$ cat src/rtl/pmod_cls_spi_responder_pkg.sv
// Shared types and constants for the PMOD CLS SPI responder.
package pmod_cls_spi_responder_pkg;

    // One display line, element [c] holds the character at column c
    typedef logic [15:0][7:0] t_pmod_cls_ascii_line_16;

    typedef enum logic [1:0] {
        ST_TEXT,
        ST_ESC,
        ST_PARAM
    } t_cls_resp_state;

    localparam logic [7:0] c_ascii_esc   = 8'h1B;
    localparam logic [7:0] c_ascii_lbrk  = 8'h5B;
    localparam logic [7:0] c_ascii_semi  = 8'h3B;
    localparam logic [7:0] c_ascii_j     = 8'h6A;
    localparam logic [7:0] c_ascii_h     = 8'h48;
    localparam logic [7:0] c_ascii_space = 8'h20;

    // Accumulate one decimal digit into an escape parameter, clamping at max_val
    function automatic logic [6:0] f_sat_param(input logic [6:0] p,
                                               input logic [3:0] d,
                                               input logic [6:0] max_val);
        logic [10:0] acc;
        acc = 11'(p) * 11'd10 + 11'(d);
        return (acc > 11'(max_val)) ? max_val : acc[6:0];
    endfunction

endpackage

$ cat src/rtl/pmod_cls_spi_responder_if.sv
// SPI pin bundle between the CLS driver (master) and the responder (slave).
interface pmod_cls_spi_responder_if;
    logic ei_sck;
    logic ei_csn;
    logic ei_copi;
    logic eo_cipo_o;
    logic eo_cipo_t;

    modport master (output ei_sck, ei_csn, ei_copi, input eo_cipo_o, eo_cipo_t);
    modport slave  (input ei_sck, ei_csn, ei_copi, output eo_cipo_o, eo_cipo_t);
endinterface

$ cat src/rtl/pmod_spi_periph_shifter.sv
// SPI mode-0 receive shifter: input synchronizers, SCK edge detect,
// bit counter, byte strobe and framing-error detection.
module pmod_spi_periph_shifter #(
    parameter int parm_sync_stages = 2
) (
    input  logic       i_clk_20mhz,
    input  logic       i_rstn_20mhz,
    input  logic       sck,
    input  logic       csn,
    input  logic       copi,
    output logic       byte_valid,
    output logic [7:0] byte_data,
    output logic       csn_end,
    output logic       err_frame
);

    logic [parm_sync_stages-1:0] sck_sync;
    logic [parm_sync_stages-1:0] csn_sync;
    logic [parm_sync_stages-1:0] copi_sync;
    logic       sck_prev;
    logic       csn_prev;
    logic [2:0] bit_cnt;
    logic [2:0] cnt_next;
    logic [7:0] shift_reg;
    logic       byte_done;
    logic       done_next;
    logic       csn_rise_d;
    logic       frame_pend;
    logic       frame_next;
    logic       sck_s;
    logic       csn_s;
    logic       copi_s;
    logic       sample_en;
    logic       csn_rise;

    assign sck_s    = sck_sync[parm_sync_stages-1];
    assign csn_s    = csn_sync[parm_sync_stages-1];
    assign copi_s   = copi_sync[parm_sync_stages-1];
    assign csn_rise = csn_s & ~csn_prev;
    // A bit landing on the same cycle CSN rises still counts, so the byte completes first
    assign sample_en = sck_s & ~sck_prev & (~csn_s | ~csn_prev);

    // Bring the asynchronous pins into the clock domain; CSN idles high out of reset
    always_ff @(posedge i_clk_20mhz or negedge i_rstn_20mhz) begin
        if (!i_rstn_20mhz) begin
            sck_sync  <= '0;
            csn_sync  <= '1;
            copi_sync <= '0;
            sck_prev  <= 1'b0;
            csn_prev  <= 1'b1;
        end else begin
            sck_sync  <= {sck_sync[parm_sync_stages-2:0], sck};
            csn_sync  <= {csn_sync[parm_sync_stages-2:0], csn};
            copi_sync <= {copi_sync[parm_sync_stages-2:0], copi};
            sck_prev  <= sck_s;
            csn_prev  <= csn_s;
        end
    end

    // Next bit count, byte completion and partial-byte detection at end of frame
    always_comb begin
        cnt_next   = bit_cnt;
        done_next  = 1'b0;
        frame_next = 1'b0;
        if (sample_en) begin
            cnt_next  = bit_cnt + 3'd1;
            done_next = (bit_cnt == 3'd7);
        end
        if (csn_rise) begin
            frame_next = (cnt_next != 3'd0);
            cnt_next   = 3'd0;
        end
    end

    // Shift in sampled bits and latch the per-bit events for the output stage
    always_ff @(posedge i_clk_20mhz or negedge i_rstn_20mhz) begin
        if (!i_rstn_20mhz) begin
            shift_reg  <= 8'h00;
            bit_cnt    <= 3'd0;
            byte_done  <= 1'b0;
            csn_rise_d <= 1'b0;
            frame_pend <= 1'b0;
        end else begin
            if (sample_en) begin
                shift_reg <= {shift_reg[6:0], copi_s};
            end
            bit_cnt    <= cnt_next;
            byte_done  <= done_next;
            csn_rise_d <= csn_rise;
            frame_pend <= frame_next;
        end
    end

    // Present the completed byte with its strobe; CSN end stays aligned behind it
    always_ff @(posedge i_clk_20mhz or negedge i_rstn_20mhz) begin
        if (!i_rstn_20mhz) begin
            byte_valid <= 1'b0;
            byte_data  <= 8'h00;
            csn_end    <= 1'b0;
            err_frame  <= 1'b0;
        end else begin
            byte_valid <= byte_done;
            if (byte_done) begin
                byte_data <= shift_reg;
            end
            csn_end   <= csn_rise_d;
            err_frame <= frame_pend;
        end
    end

endmodule

$ cat src/rtl/pmod_cls_spi_responder.sv
// PMOD CLS peripheral model: receives the SPI byte stream and decodes text
// and ESC[ commands into two 16-character line buffers plus event strobes.
module pmod_cls_spi_responder
    import pmod_cls_spi_responder_pkg::*;
#(
    parameter int parm_sync_stages = 2,
    parameter int parm_line_len    = 16,
    parameter int parm_max_param   = 99
) (
    input  logic                     i_clk_20mhz,
    input  logic                     i_rstn_20mhz,
    pmod_cls_spi_responder_if.slave  spi,
    output logic                     o_byte_valid,
    output logic [7:0]               o_byte_data,
    output logic                     o_evt_clear_display,
    output logic                     o_evt_cursor_set,
    output logic                     o_cursor_row,
    output logic [3:0]               o_cursor_col,
    output t_pmod_cls_ascii_line_16  o_dat_ascii_line1,
    output t_pmod_cls_ascii_line_16  o_dat_ascii_line2,
    output logic                     o_err_frame,
    output logic                     o_err_seq
);

    localparam logic [3:0] c_last_col = 4'(parm_line_len - 1);
    localparam logic [6:0] c_max_par  = 7'(parm_max_param);

    t_cls_resp_state state;
    logic [6:0]      p0;
    logic [6:0]      p1;
    logic            p_sel;
    logic            overflow;
    logic            csn_end;

    // The CLS is write-only, CIPO is never driven
    assign spi.eo_cipo_o = 1'b0;
    assign spi.eo_cipo_t = 1'b1;

    pmod_spi_periph_shifter #(
        .parm_sync_stages (parm_sync_stages)
    ) u_shifter (
        .i_clk_20mhz  (i_clk_20mhz),
        .i_rstn_20mhz (i_rstn_20mhz),
        .sck          (spi.ei_sck),
        .csn          (spi.ei_csn),
        .copi         (spi.ei_copi),
        .byte_valid   (o_byte_valid),
        .byte_data    (o_byte_data),
        .csn_end      (csn_end),
        .err_frame    (o_err_frame)
    );

    // Decode one byte per strobe; end of frame then drops any partial escape
    always_ff @(posedge i_clk_20mhz or negedge i_rstn_20mhz) begin
        if (!i_rstn_20mhz) begin
            state               <= ST_TEXT;
            p0                  <= 7'd0;
            p1                  <= 7'd0;
            p_sel               <= 1'b0;
            overflow            <= 1'b0;
            o_cursor_row        <= 1'b0;
            o_cursor_col        <= 4'd0;
            o_dat_ascii_line1   <= {16{c_ascii_space}};
            o_dat_ascii_line2   <= {16{c_ascii_space}};
            o_evt_clear_display <= 1'b0;
            o_evt_cursor_set    <= 1'b0;
            o_err_seq           <= 1'b0;
        end else begin
            o_evt_clear_display <= 1'b0;
            o_evt_cursor_set    <= 1'b0;
            o_err_seq           <= 1'b0;
            if (o_byte_valid) begin
                case (state)
                    ST_TEXT: begin
                        if (o_byte_data == c_ascii_esc) begin
                            state <= ST_ESC;
                        end else if (o_byte_data >= 8'h20 && o_byte_data <= 8'h7E) begin
                            if (overflow) begin
                                o_err_seq <= 1'b1;
                            end else begin
                                if (o_cursor_row) begin
                                    o_dat_ascii_line2[o_cursor_col] <= o_byte_data;
                                end else begin
                                    o_dat_ascii_line1[o_cursor_col] <= o_byte_data;
                                end
                                if (o_cursor_col == c_last_col) begin
                                    overflow <= 1'b1;
                                end else begin
                                    o_cursor_col <= o_cursor_col + 4'd1;
                                end
                            end
                        end
                    end
                    ST_ESC: begin
                        if (o_byte_data == c_ascii_lbrk) begin
                            state <= ST_PARAM;
                            p0    <= 7'd0;
                            p1    <= 7'd0;
                            p_sel <= 1'b0;
                        end else begin
                            o_err_seq <= 1'b1;
                            state     <= ST_TEXT;
                        end
                    end
                    ST_PARAM: begin
                        if (o_byte_data >= 8'h30 && o_byte_data <= 8'h39) begin
                            if (p_sel) begin
                                p1 <= f_sat_param(p1, o_byte_data[3:0], c_max_par);
                            end else begin
                                p0 <= f_sat_param(p0, o_byte_data[3:0], c_max_par);
                            end
                        end else if (o_byte_data == c_ascii_semi) begin
                            p_sel <= 1'b1;
                        end else if (o_byte_data == c_ascii_j) begin
                            o_dat_ascii_line1   <= {16{c_ascii_space}};
                            o_dat_ascii_line2   <= {16{c_ascii_space}};
                            o_cursor_row        <= 1'b0;
                            o_cursor_col        <= 4'd0;
                            overflow            <= 1'b0;
                            o_evt_clear_display <= 1'b1;
                            state               <= ST_TEXT;
                        end else if (o_byte_data == c_ascii_h) begin
                            o_cursor_row     <= (p0 != 7'd0);
                            o_cursor_col     <= (p1 > 7'(c_last_col)) ? c_last_col : p1[3:0];
                            overflow         <= 1'b0;
                            o_evt_cursor_set <= 1'b1;
                            state            <= ST_TEXT;
                        end else begin
                            o_err_seq <= 1'b1;
                            state     <= ST_TEXT;
                        end
                    end
                    default: state <= ST_TEXT;
                endcase
            end
            if (csn_end) begin
                state <= ST_TEXT;
            end
        end
    end

endmodule

$ cat src/flat_wrapper.sv
// flat-port wrapper written by rule: the top's interface ports become plain ports
module pmod_cls_spi_responder_flat import pmod_cls_spi_responder_pkg::*;
#(
    parameter int parm_sync_stages = 2,
    parameter int parm_line_len    = 16,
    parameter int parm_max_param   = 99
)
  (i_clk_20mhz, i_rstn_20mhz, o_byte_valid, o_byte_data, o_evt_clear_display, o_evt_cursor_set, o_cursor_row, o_cursor_col, o_dat_ascii_line1, o_dat_ascii_line2, o_err_frame, o_err_seq, spi_ei_sck, spi_ei_csn, spi_ei_copi, spi_eo_cipo_o, spi_eo_cipo_t);
  pmod_cls_spi_responder_if spi_i ();
  input  logic i_clk_20mhz;
  input  logic i_rstn_20mhz;
  output logic o_byte_valid;
  output logic [7:0] o_byte_data;
  output logic o_evt_clear_display;
  output logic o_evt_cursor_set;
  output logic o_cursor_row;
  output logic [3:0] o_cursor_col;
  output t_pmod_cls_ascii_line_16 o_dat_ascii_line1;
  output t_pmod_cls_ascii_line_16 o_dat_ascii_line2;
  output logic o_err_frame;
  output logic o_err_seq;
  input wire logic [$bits(spi_i.ei_sck)-1:0] spi_ei_sck;
  input wire logic [$bits(spi_i.ei_csn)-1:0] spi_ei_csn;
  input wire logic [$bits(spi_i.ei_copi)-1:0] spi_ei_copi;
  output wire logic [$bits(spi_i.eo_cipo_o)-1:0] spi_eo_cipo_o;
  output wire logic [$bits(spi_i.eo_cipo_t)-1:0] spi_eo_cipo_t;
  assign spi_i.ei_sck = spi_ei_sck;
  assign spi_i.ei_csn = spi_ei_csn;
  assign spi_i.ei_copi = spi_ei_copi;
  assign spi_eo_cipo_o = spi_i.eo_cipo_o;
  assign spi_eo_cipo_t = spi_i.eo_cipo_t;
  pmod_cls_spi_responder #(.parm_sync_stages(parm_sync_stages), .parm_line_len(parm_line_len), .parm_max_param(parm_max_param)) u_core (.i_clk_20mhz(i_clk_20mhz), .i_rstn_20mhz(i_rstn_20mhz), .spi(spi_i), .o_byte_valid(o_byte_valid), .o_byte_data(o_byte_data), .o_evt_clear_display(o_evt_clear_display), .o_evt_cursor_set(o_evt_cursor_set), .o_cursor_row(o_cursor_row), .o_cursor_col(o_cursor_col), .o_dat_ascii_line1(o_dat_ascii_line1), .o_dat_ascii_line2(o_dat_ascii_line2), .o_err_frame(o_err_frame), .o_err_seq(o_err_seq));
endmodule
$ cat config.mk
export PLATFORM = sky130hd
export DESIGN_NAME = pmod_cls_spi_responder_flat
export DESIGN_NICKNAME = d
export VERILOG_FILES = /design/src/rtl/pmod_cls_spi_responder_pkg.sv /design/src/rtl/pmod_cls_spi_responder_if.sv /design/src/rtl/pmod_spi_periph_shifter.sv /design/src/rtl/pmod_cls_spi_responder.sv /design/src/flat_wrapper.sv
export SDC_FILE = /design/constraint.sdc
export NUM_CORES = 1
export LEC_CHECK = 0
export ABC_AREA = 1
export CAP_MARGIN = 20
export CORE_ASPECT_RATIO = 1.4
export CORE_MARGIN = 2
export CORE_UTILIZATION = 47
export CTS_CLUSTER_DIAMETER = 40
export DETAILED_ROUTE_END_ITERATION = 6
export PLACE_DENSITY_LB_ADDON = 0.12
export SYNTH_ARGS = -nofsm -noshare
export SYNTH_HDL_FRONTEND = slang
export SYNTH_SLANG_ARGS = --single-unit
$ cat constraint.sdc
create_clock -name i_clk_20mhz -period 2.64 [get_ports i_clk_20mhz]
set_input_delay 0.396 -clock i_clk_20mhz [delete_from_list [all_inputs] [get_ports i_clk_20mhz]]
set_output_delay 0.396 -clock i_clk_20mhz [all_outputs]
set_load 0.05 [all_outputs]
==> run_results.csv <==
group,metric,value,unit
critical_path,crit_chain,"clkdlybuf4s50_1",
critical_path,cpLargestDelayFamily,"buffers and inverters",
pwr,totalPowerFinal,10.1,mW
sta,finalCritPeriodShare,95.3,%
critical_path,crit_fanout,13,
cells_and_area,antenna_cells,0,
routing,viasPerCell,5.13,
floorplan,ioPinCount,281,
synthesis,ys_warn_count,0,
grt,grt_pass1_wl,63.6,mm
cells_and_area,area_delta_synth_final,34.4,%
floorplan,rows,74,
synthesis,avgSynthCellArea,8.45,um2
sta,tightest_slew,0.628,ns
pwr,p_leak,9.52,nW
critical_path,crit_type,"register to output port",
synthesis,netlist_instances,1634,
critical_path,worst_setup_path_start_kind,"register",
synthesis,synthesis.nets,1675,
placement,hpwlAfterDp,28.8,mm
placement,routabilityCongestion,0.871,
pwr,powerDensity,541,nW/um2
grt,overflow,0,
routing,route.met3.wl,2.19,mm
routing,maxUsedRoutingLayer,"met5",
critical_path,worst-path-buf-inv,1,
critical_path,cp_slowest_cell,"clkdlybuf4s50_1",
synthesis,synth_top_flop_cell,"dfrtp_1",
floorplan,initial_core_util,47.5,%
grt,grt_start_max_net_pins,72,
sta,finalClockSkew,0.0121,ns
routing,num_vias,12100,
placement,io_buffers,278,
cells_and_area,reg.largest.list,"u_core.o_dat_ascii_line1 x128, u_core.o_dat_ascii_line2 x128",
critical_path,crit_path_max_incr_delay,0.97,ns
synthesis,synth_area,13800,um2
sta,whs,0.278,ns
routing,wl_met1,16.4,mm
grt,track_usage,26.5,%
cts,worst_skew_pair.late_latency,0.52,ns
floorplan,die-area,30800,um2
cts,clock-sinks,315,
cells_and_area,n_fill_cell,2522,
routing,routedWlPerCell,17.3,um
cts,clockBufferDepth,3,
cts,cts_tree,"yes",
grt,antenna_found_initial,1,
outcome,status,"complete, no violations",
routing,drc,0,
critical_path,critPathArrivalTime,2.12,ns
sta,hold_viol,0,
synthesis,async_reset_ff_share,100,%
sta,rsz0062_at_grt,"true",
routing,routed-wl-met2,20.2,mm
sta,max_slew_margin,58.0,%
synthesis,seq_area_frac_synth,57.4,%
cts,cts_buffers,35,
sta,max_freq,0.397,GHz
synthesis,ys_seq_elements,315,
cts,cts_max_level,2,
critical_path,worstPathRequired,2.24,ns
grt,grt_pass1_vias,11600,
floorplan,die_w,149,um
worst_hold_path,hold_path.class,"input port to register",
routing,postRouteWirelength,40.8,mm
sta,slew_violations,0,
routing,firstDrtPassIters,5,
cells_and_area,final_nets,1990,
floorplan,die_h,207,um
floorplan,core_area,29100,um2
sta,final-setup-viol-count,0,
pwr,vdd_drop_max,0.000509,V
cts,clk_pin_slew,0.06,ns
routing,ant_nets,0,
synthesis,post_synth_num_cell_types,36,
synthesis,synth-edff-count,0,
sta,post-route-min-period,2.52,ns
routing,drtIter0Drc,777,
critical_path,endpoint_kind,"output port",
run,cap_violations,0,
cts,cts-root-buf,"clkbuf_16",
cells_and_area,drive_gt1_share,9.68,%
[final cells by class]
| cell class | instances | area (um2) | area share [%] |
|---|---|---|---|
| inverters | 85 | 319 | 1.72 |
| repair buffers | 324 | 3300 | 17.8 |
| flip-flops and latches | 315 | 7930 | 42.7 |
| clock inverters | 13 | 140 | 0.755 |
| clock buffers | 49 | 1030 | 5.55 |
| multi-input cells | 1188 | 5380 | 29.0 |
| well taps | 380 | 475 | 2.56 |
[cell usage after synthesis (3+ instances only)]
cell type,count,area [um2]
o22ai_1,4,25.0
ha_1,32,400
xor2_1,6,52.6
clkbuf_1,14,52.6
fa_1,4,80.1
buf_2,14,70.1
nor2_1,150,563
nand2_1,794,2980
inv_1,80,300
dfrtp_1,280,7010
nand3_2,20,200
nand3b_1,5,37.5
o21ai_0,53,265
nand2_2,5,31.3
buf_6,9,101
nand4_1,17,106
and2_1,3,18.8
inv_2,5,18.8
dfstp_2,35,920
a21oi_1,22,110
buf_4,7,52.6
nand3_1,54,270
[layer usage]
layer | vias to the layer above | global-route usage (%)
met5 | - | 0
met2 | 377 | 45.4
met4 | 2 | 12.1
met1 | 5860 | 32.9
li1 | 5721 | -
met3 | 106 | 4.44
[report_power, final]
| group | switching [mW] | internal, mW |
|---|---|---|
| Sequential | 0.0280 | 4.88 |
| Combinational | 0.177 | 0.0635 |
| Clock | 1.96 | 2.94 |
[placed cells by master (no fill, tap or decap), drive strengths merged, types with 3 or more instances in the layout]
master         count
o21ai             55
nand2            799
a21oi             22
fa                 4
inv               88
nand3             74
nand4             17
nand3b             5
xor2               6
clkinv             4
dfrtp            280
nor3               3
clkinvlp           4
ha                32
nor2             154
clkdlybuf4s50    277
clkbuf            49
o22ai              4
and2               3
buf               46
dfstp             35
[cells by family (layout without fill, tap and decap cells)]
logic type	count (synthesis)	after routing	synth area share, %
mux	2	2	0.145
compound gates	85	85	3.20
xor+xnor	7	7	0.444
other cells	2	2	0.0544
buf+inv	131	471	4.37
simple gates	1056	1056	30.9
fa+ha+maj	36	36	3.48
flops	315	315	57.4
[per-stage QoR]
| stage | cells | worst slack [ns] | utilization [%] | TNS (ns) | cell area [um2] |
|---|---|---|---|---|---|
| detailed placement | 2284 | 0.0171 | 59.3 | 0 | 17200 |
| global placement | 2284 | 0.0413 | 59.3 | 0 | 17200 |
| floorplan | 1634 | 0.135 | - | 0 | 13800 |
| global route | 2354 | -0.0549 | 63.9 | -0.204 | 18600 |
| CTS | 2347 | 0.0589 | 63.3 | 0 | 18400 |
| finish | 2354 | 0.123 | 63.9 | 0 | 18600 |
[repair_timing]
item / 4_1_cts / 5_1_grt
hold buffers: 1 / 0
setup endpoints to repair: 4 / 13
gates resized for setup: 1 / 17
pin swaps: 0 / 10
endpoints found under the hold margin: 60 / 0
setup buffers: 0 / 7
[worst paths after layout]
| check | startpoint | end | slack [ns] | depth (start not counted) |
|---|---|---|---|---|
| setup / recovery | u_core.o_cursor_col[2] | o_cursor_col[2] | 0.12 | 1 |
| hold / removal | spi_ei_csn | u_core.u_shifter.csn_sync[0] | 0.28 | 1 |
| setup reg to reg | u_core.p1[2] | u_core.p1[6] | 0.13 | 16 |
| hold reg to reg | u_core.u_shifter.frame_pend | u_core.u_shifter.err_frame | 0.35 | 0 |
| max in group asynchronous | i_rstn_20mhz | u_core.o_dat_ascii_line1[125] | 1.29 | 3 |
| min in group asynchronous | i_rstn_20mhz | u_core.o_dat_ascii_line1[94] | 0.44 | 2 |
(Power assumes the default switching activity.)
